### config.mk
export PLATFORM = sky130hd
export DESIGN_NAME = he_poly_dma
export DESIGN_NICKNAME = d
export VERILOG_FILES = /design/src/rtl/he_poly_dma.sv
export SDC_FILE = /design/constraint.sdc
export NUM_CORES = 1
export LEC_CHECK = 0
export ABC_AREA = 1
export BUFFER_PORTS_ARGS = -buffer_cell sky130_fd_sc_hd__buf_4
export CORE_MARGIN = 5
export CORE_UTILIZATION = 40
export DETAILED_ROUTE_END_ITERATION = 6
export HOLD_SLACK_MARGIN = 0.05
export PLACE_DENSITY = 0.75
export SLEW_MARGIN = 20
export SYNTH_ARGS = -nofsm -noshare
export SYNTH_HDL_FRONTEND = slang
export SYNTH_SLANG_ARGS = --single-unit
### constraint.sdc
create_clock -name clk -period 1.8 [get_ports clk]
set_input_delay 0.36 -clock clk [delete_from_list [all_inputs] [get_ports clk]]
set_output_delay 0.36 -clock clk [all_outputs]
set_load 0.1 [all_outputs]
### src/rtl/he_poly_dma.sv
// he_poly_dma: memory-side DMA feeding the HE accelerator.
// Optional cycle/stall counters: define HE_DMA_PERF_CNT_EN.
module he_poly_dma #(
    parameter int BIT_WIDTH = 64,
    parameter int ADDR_W = 32,
    parameter int DEGREE_N = 4096,
    parameter int NUM_RD_POLYS = 4,
    parameter int NUM_WR_POLYS = 2 * 4
) (
    input  logic                 clk,
    input  logic                 rst,
    input  logic                 start_i,
    input  logic [ADDR_W-1:0]    rd_base_i,
    input  logic [ADDR_W-1:0]    wr_base_i,
    output logic                 ready_o,
    output logic                 done_o,
    output logic                 mem_read_o,
    output logic [ADDR_W-1:0]    addr_read_o,
    input  logic                 mem_resp_read_i,
    input  logic [BIT_WIDTH-1:0] data_i,
    output logic                 mem_write_o,
    output logic [ADDR_W-1:0]    addr_write_o,
    output logic [BIT_WIDTH-1:0] data_o,
    input  logic                 mem_resp_write_i,
    output logic                 ld_valid_o,
    output logic [BIT_WIDTH-1:0] ld_data_o,
    input  logic                 ld_ready_i,
    output logic                 accel_start_o,
    input  logic                 accel_done_i,
    input  logic                 st_valid_i,
    input  logic [BIT_WIDTH-1:0] st_data_i,
`ifdef HE_DMA_PERF_CNT_EN
    output logic [31:0]          perf_cycles_o,
    output logic [31:0]          perf_stall_o,
`endif
    output logic                 st_ready_o
);

    localparam int RD_WORDS = NUM_RD_POLYS * DEGREE_N;
    localparam int WR_WORDS = NUM_WR_POLYS * DEGREE_N;
    localparam int MAX_WORDS =
        (RD_WORDS > WR_WORDS) ? RD_WORDS : WR_WORDS;
    localparam int CNT_W = $clog2(MAX_WORDS + 1);
    localparam int BYTES = BIT_WIDTH / 8;

    typedef enum logic [2:0] {
        S_IDLE,
        S_RD_REQ,
        S_LD_PUSH,
        S_ACCEL,
        S_ST_PULL,
        S_WR_REQ,
        S_DONE
    } state_t;

    state_t               r_state;
    state_t               w_next;
    logic [CNT_W-1:0]     r_cnt;
    logic [ADDR_W-1:0]    r_rd_addr;
    logic [ADDR_W-1:0]    r_wr_addr;
    logic [BIT_WIDTH-1:0] r_ld_data;
    logic [BIT_WIDTH-1:0] r_wr_data;
    logic                 r_accel_first;
    logic                 w_rd_last;
    logic                 w_wr_last;

    assign w_rd_last = (r_cnt == CNT_W'(RD_WORDS - 1));
    assign w_wr_last = (r_cnt == CNT_W'(WR_WORDS - 1));

    assign addr_read_o  = r_rd_addr;
    assign addr_write_o = r_wr_addr;
    assign ld_data_o    = r_ld_data;
    assign data_o       = r_wr_data;

    // Next-state selection and per-state handshake outputs.
    always_comb begin
        w_next        = r_state;
        ready_o       = 1'b0;
        mem_read_o    = 1'b0;
        ld_valid_o    = 1'b0;
        accel_start_o = 1'b0;
        st_ready_o    = 1'b0;
        mem_write_o   = 1'b0;
        done_o        = 1'b0;
        unique case (r_state)
            S_IDLE: begin
                ready_o = 1'b1;
                if (start_i) w_next = S_RD_REQ;
            end
            S_RD_REQ: begin
                mem_read_o = 1'b1;
                if (mem_resp_read_i) w_next = S_LD_PUSH;
            end
            S_LD_PUSH: begin
                ld_valid_o = 1'b1;
                if (ld_ready_i)
                    w_next = w_rd_last ? S_ACCEL : S_RD_REQ;
            end
            S_ACCEL: begin
                accel_start_o = r_accel_first;
                if (accel_done_i) w_next = S_ST_PULL;
            end
            S_ST_PULL: begin
                st_ready_o = 1'b1;
                if (st_valid_i) w_next = S_WR_REQ;
            end
            S_WR_REQ: begin
                mem_write_o = 1'b1;
                if (mem_resp_write_i)
                    w_next = w_wr_last ? S_DONE : S_ST_PULL;
            end
            S_DONE: begin
                done_o = 1'b1;
                w_next = S_IDLE;
            end
            default: w_next = S_IDLE;
        endcase
    end

    // State register plus address, counter and data capture.
    always_ff @(posedge clk) begin
        if (rst) begin
            r_state       <= S_IDLE;
            r_cnt         <= '0;
            r_rd_addr     <= '0;
            r_wr_addr     <= '0;
            r_ld_data     <= '0;
            r_wr_data     <= '0;
            r_accel_first <= 1'b0;
        end else begin
            r_state       <= w_next;
            r_accel_first <= (w_next == S_ACCEL) &&
                             (r_state != S_ACCEL);
            unique case (r_state)
                S_IDLE: begin
                    if (start_i) begin
                        r_rd_addr <= rd_base_i;
                        r_wr_addr <= wr_base_i;
                        r_cnt     <= '0;
                    end
                end
                S_RD_REQ: begin
                    if (mem_resp_read_i) r_ld_data <= data_i;
                end
                S_LD_PUSH: begin
                    if (ld_ready_i) begin
                        r_cnt     <= r_cnt + CNT_W'(1);
                        r_rd_addr <= r_rd_addr + ADDR_W'(BYTES);
                    end
                end
                S_ACCEL: begin
                    if (accel_done_i) r_cnt <= '0;
                end
                S_ST_PULL: begin
                    if (st_valid_i) r_wr_data <= st_data_i;
                end
                S_WR_REQ: begin
                    if (mem_resp_write_i) begin
                        r_cnt     <= r_cnt + CNT_W'(1);
                        r_wr_addr <= r_wr_addr + ADDR_W'(BYTES);
                    end
                end
                default: begin
                end
            endcase
        end
    end

`ifdef HE_DMA_PERF_CNT_EN
    logic w_stall;
    logic [31:0] r_perf_cycles;
    logic [31:0] r_perf_stall;

    assign w_stall = (mem_read_o && !mem_resp_read_i) ||
                     (mem_write_o && !mem_resp_write_i);
    assign perf_cycles_o = r_perf_cycles;
    assign perf_stall_o  = r_perf_stall;

    // Saturating busy and memory-stall counters, cleared per job.
    always_ff @(posedge clk) begin
        if (rst) begin
            r_perf_cycles <= '0;
            r_perf_stall  <= '0;
        end else if (r_state == S_IDLE) begin
            if (start_i) begin
                r_perf_cycles <= '0;
                r_perf_stall  <= '0;
            end
        end else begin
            if (r_perf_cycles != '1)
                r_perf_cycles <= r_perf_cycles + 32'd1;
            if (w_stall && (r_perf_stall != '1))
                r_perf_stall <= r_perf_stall + 32'd1;
        end
    end
`else
    // Default build carries no profiling state.
`endif

endmodule
# [Word-level counts from Yosys, hierarchy flattened]
# Cells that the tools add are included.
[classes] reduce_logical=10 n_addsub=3 eq_ne=14 mux=27
[op_table] op="2-to-1 mux 32 bit" count=4
[op_table] op="one-hot mux 32 bit (2 select lines)" count=2
[op_table] op="adder 32 x 4 -> 32 bit, second input constant" count=2
[op_table] op="2-to-1 mux 16 bit" count=4
[op_table] op="one-hot mux 16 bit (4 select lines)" count=1
[op_table] op="2-to-1 mux 3 bit" count=6
[op_table] op="one-hot mux 3 bit (6 select lines)" count=1
[op_table] op="adder 16 x 1 -> 16 bit, second input constant" count=1
[op_table] op="equality test 16 x 14 -> 1 bit, second input constant" count=1
[op_table] op="equality test 16 x 15 -> 1 bit, second input constant" count=1
[op_table] op="equality test 3 x 2 -> 1 bit, second input constant" count=3
[op_table] op="equality test 3 bit, second input constant" count=3
[op_table] op="!= test 2 bit, second input constant" count=4
[op_table] op="2-to-1 mux 1 bit" count=7
[op_table] op="AND reduction 3 bit" count=2
[op_table] op="AND reduction 5 bit" count=1
[op_table] op="2-to-1 mux 2 bit" count=2
[op_table] op="AND reduction 2 bit" count=2
[op_table] op="nonzero test 2 bit" count=2
[op_table] op="nonzero test 4 bit" count=1
[op_table] op="equality test 3 x 1 -> 1 bit, second input constant" count=1
[op_table] op="zero test 3 bit" count=1
[op_table] op="!= test 3 x 2 -> 1 bit, second input constant" count=1
[op_table] op="logical AND 1 bit" count=1
[word_totals] elab_cells=61 input_bits=200 reg_bits=212

# [Depth between registers and ports, before layout]
# Gate-level depths: netlist (run 1).
[depth] depth_word=6 depth_mapped=11 mapped_depth_nobuf=10

# [Least setup slack after synthesis (run 1)]
# OpenSTA, ideal clock, no wires.
[synth_timing] path_kind="reg-to-reg" start="register r_state[2]" end="register r_wr_data[10], in the netlist data_o[10]" setup_ps=132 arrival_ps=2638 synth_period_minus_slack_ps=2770 path_stages_with_launch=8 n_path_buf=2 slack_ps=-970 path_cell_list="dfxtp_1 > nand2_1 > nor2_1 > nand2_1 > buf_2 > buf_2 > nand2_1 > a21oi_1"
[synth_between] elab_chain_len=2
[synth_lines] item="start: declaration" line="56" source="state_t r_state;"
[synth_lines] item="start signal: assignment" line="131" source="r_state <= w_next;"
[synth_lines] item="equality test 3 bit" line="134" source="unique case (r_state)"
[synth_lines] item="AND reduction 2 bit (no line)"
[synth_lines] item="end signal: assignment" line="155" source="if (st_valid_i) r_wr_data <= st_data_i;"
[synth_lines] item="end: declaration" line="62" source="logic [BIT_WIDTH-1:0] r_wr_data;"
# Every way passes these cells.
# A chain may end at the register's enable or synchronous reset.

# [Worst setup path after layout (run 1)]
[layout_timing] start="register r_state[2]" end="output port ld_valid_o"
[layout_between] elab_chain_len=2
[layout_lines] item="equality test 3 x 2 -> 1 bit" line="85" source="unique case (r_state)"
[layout_lines] item="2-to-1 mux 1 bit" line="85"
[layout_lines] item="end: declaration" line="25" source="output logic ld_valid_o,"
# Every way passes these cells.

==> flow_metrics.py, run 1 <==
metrics = {
    "grt": {
        "grt_usage_pct": 23.8,
        "grt_pass1_vias": 11144,
        "grt_pass1_wl_um": 57000,
        "antenna_found_initial": 1,
        "grt_max_degree": 68,
        "overflow": 0,
    },
    "run_status": {
        "failed_checks": "negative setup slack",
        "status": "finished with violations",
    },
    "route": {
        "via_count": 11624,
        "wire_per_inst_um": 15.8,
        "drc": 0,
        "viasPerCell": 5.08,
        "first_pass_iters": 7,
        "antenna_left": 0,
        "drt_iter0_markers": 952,
        "routed_wl_um": 36000,
    },
    "logic_synthesis": {
        "synth_nets": 1727,
        "ys_seq_area_share_pct": 42.2,
        "synth_commonest_cells": "453 x nand2_1, 239 x nor2_1, 212 x dfxtp_1",
        "synth_warnings": 0,
        "synth_area_leaders": "dfxtp_1 42%, nand2_1 17%, nor2_1 8.9%",
        "netlist_instances": 1524,
        "synth.distinct_cells": 35,
        "syn_area_per_cell_um2": 6.59,
        "synth_top_area_share_pct": 42.2,
        "yosys.area.top_type": "dfxtp_1",
        "ys_async_sr_fraction_pct": 0,
        "synth_edf_count": 0,
        "syn_area_um2": 10000,
        "synth_top_flop_cell": "dfxtp_1",
        "synth.most_common_cell": "nand2_1",
        "ys_seq_elements": 212,
    },
    "clock_tree": {
        "cts_buffers": 25,
        "cts.sinks": 212,
        "clk_latency_ns": 0.52,
        "tritoncts": "yes",
        "cts-root-buf": "clkbuf_16",
        "cts_max_level": 1,
        "path_clk_slew_ns": 0.06,
        "clockBufferDepth": 3,
    },
    "floorplanning": {
        "dieHeight_um": 168,
        "dieArea_um2": 28400,
        "start_util_pct": 40.3,
        "ios": 399,
        "die_w_um": 168,
        "rows": 58,
        "core_um2": 25000,
    },
    "power": {
        "total_leakage_power_uw": 0.00639,
        "pwr-share-clk_pct": 35.5,
        "swShare_pct": 35.5,
        "power_frac_comb_pct": 27.5,
        "p_int_uw": 9200,
        "sequentialPowerShare_pct": 37.0,
        "p_sw_uw": 5070,
        "ir_worst_vdd_v": 0.000799,
        "power_density_nw_per_um2": 949,
    },
    "critical_path": {
        "cp_top_family": "buffers and inverters",
        "crit_arrival_ns": 1.46,
        "path_cells": "buf_4, nor2_4, buf_12, buf_12",
        "timing.critical_path.buf_inv": 3,
        "required_ns": 1.44,
        "slowest_delay_ns": 0.37,
        "start_kind": "flop",
        "worstSetupEndpointType": "output pin",
        "path_class": "flop to output pin",
        "worstPathMaxFanout": 4,
        "crit_path_frequent_cell": "buf_12",
        "cp_slowest_cell": "dfxtp_4",
    },
    "sta": {
        "rsz0062_at_grt": "yes",
        "fmax_mhz": 551,
        "fin_setup_tns_ns": -0.0241,
        "slew_headroom_pct": 74.0,
        "setup_viol": 2,
        "fin_worst_skew_ns": 0.00932,
        "max_slew.worst_pin.slew_ns": 0.389,
        "fin_crit_sh_pct": 101,
        "min_period_ns": 1.82,
        "slew_viol_final": 0,
        "hold_viol_final": 0,
        "worst_slack_ns": -0.0163,
    },
    "finish": {
        "area.sequential_um2": 4330,
        "design_area_um2": 15000,
        "layout-area-overhead-vs-synth_pct": 49.7,
        "multi_input_area_um2": 5240,
        "layout-drive-gt1-share_pct": 30.6,
        "fillers": 2309,
        "layout.nets": 2144,
        "antenna_cells": 0,
    },
    "job": {
        "maxCapViolCount": 0,
    },
    "placed_design": {
        "gp_congestion": 0.968,
        "post-place-ws_ns": 0.0405,
        "io_buffers": 398,
        "dpl-instance-area_um2": 13600,
        "dp_hpwl_um": 25800,
    },
    "min_path": {
        "hold_class": "primary input to flop",
    },
}
state kept, by name, summed over array words and instances (netlist names):
signal / cells
data_o: 64
addr_read_o: 32
r_cnt: 16
ld_data_o: 64
r_state: 3
r_accel_first: 1
addr_write_o: 32
power groups by stage:
| stage | registers [uW] | logic, uW | clock network, uW |
|---|---|---|---|
| after floorplan | 7100 | 916 | 0 |
| after global placement | 5360 | 3730 | 0 |
| after detailed placement | 5360 | 3760 | 0 |
| after CTS | 5270 | 3860 | 5210 |
| after global routing | 5320 | 4120 | 5430 |
| final | 5280 | 3930 | 5060 |
metrics by stage:
stage | cells | hold slack, ns | util [%] | total power, uW
after floorplan | 1524 | 0.464 | - | 8020
after global placement | 2210 | 0.452 | 54.5 | 9080
after detailed placement | 2210 | 0.456 | 54.5 | 9130
after CTS | 2280 | 0.0501 | 59.5 | 14300
after global routing | 2286 | 0.0542 | 60.2 | 14900
final | 2286 | 0.0692 | 60.2 | 14300
repair_timing:
item / CTS / global route
setup buffers: 11 / 3
endpoints found under the setup margin: 7 / 40
hold buffers: 14 / 2
gates resized for setup: 35 / 25
hold endpoints to repair: 14 / 2
pin swaps: 6 / 7
gates cloned: 3 / 1
path summary, 6_finish.rpt:
kind / cells after the start / slack (ns) / from / to
worst min register to register: 2 / 0.46 / data_o[16] / data_o[16]
worst max-delay path: 4 / -0.02 / r_state[2] / ld_valid_o
worst min-delay path: 3 / 0.07 / data_i[0] / ld_data_o[0]
worst max register to register: 9 / 0.02 / r_state[1] / addr_write_o[13]
metal layers:
layer | part of all wire, % | global-route usage (%) | up-vias | routed length [um]
li1 | - | - | 5751 | -
met1 | 39 | 28.8 | 5286 | 14000
met2 | 48 | 40.5 | 481 | 17300
met3 | 9.1 | 6.56 | 104 | 3290
met4 | 4.1 | 9.07 | 2 | 1460
met5 | 0.036 | 0 | - | 13
cell type report:
| class | instances | share of cell area (%) |
|---|---|---|
| clock inverters | 7 | 0.807 |
| inverters | 89 | 2.37 |
| multi-input cells | 1147 | 34.9 |
| repair buffers | 466 | 25.8 |
| clock buffers | 35 | 4.61 |
| flip-flops and latches | 212 | 28.8 |
| well taps | 330 | 2.75 |
logic make-up after synthesis:
family	count (synthesis)	share of synthesized area, %
DFF	212	42.2
AOI/OAI and AO/OA	294	15.5
and+or+nand+nor	845	34.5
xor gates and xnor gates	5	0.436
adders and majority gates	3	0.374
buffers and inverters	165	6.96
cell usage in the layout (no fill, tap or decap), drive strengths merged:
cell type	count
a211oi	2
a21oi	143
a31oi	4
and2	2
buf	446
bufbuf	3
bufinv	3
clkbuf	36
clkinv	2
dfxtp	212
dlygate4sd3	16
ha	3
inv	91
nand2	461
nand3	90
nand3b	6
nand4	17
nor2	246
nor3	7
nor4	1
o211ai	1
o21a	19
o21ai	114
o21bai	6
o22ai	3
o31ai	2
or2	15
xnor2	2
xor2	3
worst register-to-register path: cells and delay by family (launching register included):
kind	cells	cell delay [ns]
AOI/OAI and AO/OA	1	0.14
and+or+nand+nor	4	0.47
buffers and inverters	4	0.65
DFF	1	0.42
(Power assumes the default switching activity.)
==> run 2: changes to the inputs <==
PLACE_DENSITY = 0.68   (was 0.75)
==> flow_metrics.py, run 2 (synthesized netlist as in run 1, its figures left out) <==
metrics = {
    "sta": {
        "worst_slack_ns": -0.00821,
        "rsz0062_at_grt": "yes",
        "fin_crit_sh_pct": 100,
        "hold_viol_final": 0,
        "setup_viol": 1,
        "min_period_ns": 1.81,
        "fmax_mhz": 553,
        "slew_headroom_pct": 67.9,
        "slew_viol_final": 0,
        "fin_worst_skew_ns": 0.00584,
        "max_slew.worst_pin.slew_ns": 0.481,
    },
    "clock_tree": {
        "cts_buffers": 26,
        "cts.sinks": 212,
        "path_clk_slew_ns": 0.06,
        "cts-root-buf": "clkbuf_16",
        "clk_latency_ns": 0.53,
        "tritoncts": "yes",
        "cts_max_level": 1,
        "clockBufferDepth": 3,
    },
    "critical_path": {
        "required_ns": 1.44,
        "path_cells": "inv_4, nand2_4, nor2_4, buf_12, buf_12",
        "start_kind": "flop",
        "worstSetupEndpointType": "output pin",
        "crit_arrival_ns": 1.45,
        "path_class": "flop to output pin",
        "crit_path_frequent_cell": "buf_12",
        "worstPathMaxFanout": 4,
        "slowest_delay_ns": 0.38,
        "cp_slowest_cell": "dfxtp_4",
    },
    "power": {
        "sequentialPowerShare_pct": 35.9,
        "swShare_pct": 35.4,
        "power_density_nw_per_um2": 954,
        "p_sw_uw": 5200,
        "power_frac_comb_pct": 27.2,
        "total_leakage_power_uw": 0.00655,
        "p_int_uw": 9500,
        "pwr-share-clk_pct": 36.9,
        "ir_worst_vdd_v": 0.000955,
    },
    "floorplanning": {
        "ios": 399,
        "core_um2": 25000,
        "dieArea_um2": 28400,
        "start_util_pct": 40.3,
        "rows": 58,
        "dieHeight_um": 168,
        "die_w_um": 168,
    },
    "finish": {
        "layout-area-overhead-vs-synth_pct": 53.4,
        "fillers": 2280,
        "area.sequential_um2": 4330,
        "layout-drive-gt1-share_pct": 30.2,
        "final_common_cell": "nand2_1",
        "multi_input_area_um2": 5220,
        "final_cell_mix": "449 x nand2_1, 434 x buf_4, 232 x nor2_1",
        "fin_cells": 2334,
        "layout.nets": 2186,
    },
    "run_status": {
        "status": "finished with violations",
        "failed_checks": "negative setup slack",
    },
    "placed_design": {
        "gp_congestion": 0.897,
        "io_buffers": 398,
        "dp_hpwl_um": 25900,
        "place_inst": 2218,
        "post-place-ws_ns": 0.118,
    },
    "grt": {
        "grt_pass1_vias": 11306,
        "grt_pass1_wl_um": 58400,
        "overflow": 0,
        "grt_max_degree": 96,
        "antenna_found_initial": 1,
        "grt_usage_pct": 24.7,
    },
    "job": {
        "maxCapViolCount": 0,
    },
    "route": {
        "viasPerCell": 4.97,
        "first_pass_iters": 5,
        "drc": 0,
        "antenna_left": 0,
        "via_count": 11595,
        "drt_iter0_markers": 782,
        "routed_wl_um": 36900,
        "wire_per_inst_um": 15.8,
    },
    "min_path": {
        "hold_class": "primary input to flop",
    },
}
-- run 2: cell types whose count changed in the layout (fill, tap and decap cells not counted), moves of 3 or more --
cell | previous run | this run
nand2_4 | 9 | 6
clkinv_1 | 0 | 3
buf_4 | 424 | 434
dlygate4sd3_1 | 16 | 52
inv_6 | 4 | 1
-- run 2: worst paths after layout --
kind | start | endpoint | slack [ns] | cells past startpoint
hold / removal | data_i[56] | ld_data_o[56] | 0.07 | 3
setup / recovery | r_state[1] | mem_write_o | -0.008 | 5
setup reg to reg | r_state[2] | addr_write_o[9] | 0.11 | 10
hold reg to reg | data_o[33] | data_o[33] | 0.46 | 2
-- run 2: timing repair --
| item | CTS | global route |
|---|---|---|
| hold buffers | 52 | 0 |
| pin swaps | 6 | 8 |
| setup endpoints to repair | 7 | 13 |
| buffers inserted | 10 | 3 |
| hold endpoints to repair | 52 | 0 |
| gates resized for setup | 36 | 6 |
| cloned | 2 | 0 |
-- run 2: area by class of cell --
type | instances | share of cell area (%)
Multi-Input combinational cell | 1147 | 33.8
Sequential cell | 212 | 28.1
Timing Repair Buffer | 507 | 27.3
Clock buffer | 35 | 4.64
Tap cell | 330 | 2.68
Inverter | 89 | 2.27
Clock inverter | 13 | 1.16
Antenna cell | 1 | 0.0162
-- run 2: power by group through the flow --
stage / clock network, uW / logic [uW] / registers (uW)
finish: 5430 / 4000 / 5270
global route: 5780 / 4190 / 5310
CTS: 5550 / 3970 / 5270
detailed placement: 0 / 3790 / 5360
global placement: 0 / 3770 / 5350
floorplan: 0 / 916 / 7100
-- run 2: stage by stage --
| stage | TNS (ns) | util (%) | power [uW] | hold WS (ns) | cell area [um^2] |
|---|---|---|---|---|---|
| detailed placement | 0 | 54.7 | 9150 | 0.455 | 13700 |
| global placement | 0 | 54.7 | 9130 | 0.452 | 13700 |
| finish | -0.00821 | 61.7 | 14700 | 0.0686 | 15400 |
| global route | -0.202 | 61.7 | 15300 | 0.0524 | 15400 |
| CTS | -0.138 | 61.5 | 14800 | 0.0505 | 15400 |
| floorplan | -0.0828 | - | 8020 | 0.464 | 10200 |
-- run 2: critical path: cells and delay by family, from the launching register on --
family                 cells  cell delay [ns]
buffers and inverters      3             0.35
DFF                        1             0.38
and+or+nand+nor            2             0.18
-- run 2: routing by layer --
metal  share of wire [%]  GRT usage [%]  vias to the layer above
li1                    -              -                     5844
met1                  41           30.3                     5283
met2                  48           42.6                      390
met3                 7.7           6.19                       78
met4                 3.6           8.36                        0
met5                   0              0                        -
==> run 3: changes to the inputs <==
clock period = 1.76 ns   (was 1.8 ns; I/O delays follow)
==> flow_metrics.py, run 3 (synthesized netlist as in run 1, its figures left out) <==
metrics = {
    "grt": {
        "use_met3_pct": 6.17,
        "overflow": 0,
        "grt_usage_pct": 24.7,
        "grt_pass1_wl_um": 58900,
        "grt_pass1_vias": 11462,
        "antenna_found_initial": 1,
        "grt_max_degree": 107,
        "grt_most_used_layer": "met2",
        "gr-usage-met1_pct": 29.6,
        "use_met2_pct": 42.7,
    },
    "power": {
        "total_leakage_power_uw": 0.00661,
        "ir_worst_vdd_v": 0.000881,
        "power_uw": 14600,
        "power_density_nw_per_um2": 939,
    },
    "min_path": {
        "min-delay-start": "st_data_i[43]",
        "hold_path_depth": 3,
        "hold_class": "primary input to flop",
        "whs_endpoint": "data_o[43]",
    },
    "floorplanning": {
        "dieHeight_um": 168,
        "start_util_pct": 40.3,
        "dieArea_um2": 28400,
        "core_um2": 25000,
        "ios": 399,
        "rows": 58,
        "die_w_um": 168,
    },
    "placed_design": {
        "place_inst": 2221,
        "dp_hpwl_um": 25900,
        "post-place-ws_ns": 0.114,
        "dpl-instance-area_um2": 13700,
        "gp_congestion": 0.912,
        "io_buffers": 398,
    },
    "critical_path": {
        "r2r_end": "addr_write_o[6]",
        "crit_arrival_ns": 1.47,
        "required_ns": 1.41,
        "startpoint": "r_state[0]",
        "start_kind": "flop",
        "worstPathMaxFanout": 4,
        "path_class": "flop to output pin",
        "regToRegSetupSlack_ns": 0.04,
        "reg2reg_from": "r_state[1]",
        "worstSetupEndpointType": "output pin",
        "reg2reg_depth": 11,
    },
    "finish": {
        "layout.nets": 2201,
        "layout-area-overhead-vs-synth_pct": 54.9,
        "final_core_util_pct": 62.3,
        "fin_cells": 2347,
        "final_cell_mix": "449 x nand2_1, 439 x buf_4, 232 x nor2_1",
        "design_area_um2": 15600,
        "layout-drive-gt1-share_pct": 30.7,
        "final_common_cell": "nand2_1",
    },
    "clock_tree": {
        "clk_latency_ns": 0.54,
        "cts_max_level": 1,
        "path_clk_slew_ns": 0.06,
        "cts-root-buf": "clkbuf_16",
        "cts.sinks": 212,
        "cts_buffers": 25,
        "tritoncts": "yes",
        "clockBufferDepth": 3,
    },
    "sta": {
        "fin_worst_skew_ns": 0.0145,
        "max_slew.worst_pin.slew_ns": 0.508,
        "hold_viol_final": 0,
        "fin_crit_sh_pct": 103,
        "slew_viol_final": 0,
        "rsz0062_at_grt": "yes",
        "worst_slack_ns": -0.0604,
        "setup_viol": 5,
        "min_period_ns": 1.82,
        "slew_headroom_pct": 66.1,
        "fmax_mhz": 549,
    },
    "route": {
        "drc": 0,
        "wire_per_inst_um": 15.9,
        "via_count": 11847,
        "first_pass_iters": 5,
        "routed_wl_um": 37200,
        "drt_iter0_markers": 954,
        "viasPerCell": 5.05,
        "antenna_left": 0,
    },
    "run_status": {
        "status": "finished with violations",
        "failed_checks": "negative setup slack",
    },
    "job": {
        "maxCapViolCount": 0,
    },
}
run 3: cell count changes in the layout (fill, tap and decap cells not counted), sizes merged:
cell,before,now
clkbuf,35,38
clkinvlp,1,2
bufinv,4,1
dlygate4sd3,52,60
inv,89,90
clkinv,8,4
buf,453,460
run 3: cell type report:
class                   instances  area, um^2
fillers                      2278        9400
clock buffers                  37         721
diodes                          1        2.50
well taps                     330         413
multi-input cells            1147        5260
clock inverters                 8        85.1
repair buffers                523        4390
flip-flops and latches        212        4330
inverters                      89         354
run 3: repair_timing:
action / in CTS / in global routing
setup endpoints to repair: 7 / 54
buffers inserted: 10 / 7
hold buffers: 60 / 0
cloned: 2 / 1
gates resized for setup: 31 / 16
pin swaps: 6 / 6
endpoints found under the hold margin: 60 / 0
run 3: report_power, final:
| part | switching [uW] | internal, uW | leakage, uW |
|---|---|---|---|
| Sequential | 303 | 5100 | 0.00175 |
| Clock | 2070 | 2990 | 0.000392 |
| Combinational | 2920 | 1230 | 0.00447 |
run 3: worst max path at each step:
stage | to | slack (ns) | cells past startpoint
4_1_cts | ld_valid_o | -0.08 | 5
6_report | ld_valid_o | -0.06 | 5
3_3_place_gp | ld_valid_o | 0.17 | 5
2_1_floorplan | addr_write_o[10] | -0.10 | 9
3_5_place_dp | addr_read_o[24] | 0.11 | 8
5_1_grt | mem_write_o | -0.12 | 5
run 3: critical path, stage by stage (launching register included):
cell     delay, ns
dfxtp_4       0.37
inv_8         0.09
nand2_4       0.07
nor2_4        0.12
buf_12        0.13
buf_12        0.16
run 3: per-layer routing:
| metal | wire length (um) | share of wire [%] | vias to the layer above |
|---|---|---|---|
| met3 | 3030 | 8.1 | 91 |
| li1 | - | - | 5863 |
| met2 | 18100 | 49 | 471 |
| met5 | 0 | 0 | - |
| met4 | 1580 | 4.2 | 0 |
| met1 | 14500 | 39 | 5422 |
run 3: metrics by stage:
stage | hold slack [ns] | TNS [ns]
3_3_place_gp | 0.451 | 0
6_report | 0.0686 | -0.234
2_1_floorplan | 0.464 | -2.04
4_1_cts | 0.0501 | -0.292
3_5_place_dp | 0.455 | 0
5_1_grt | 0.0583 | -0.852
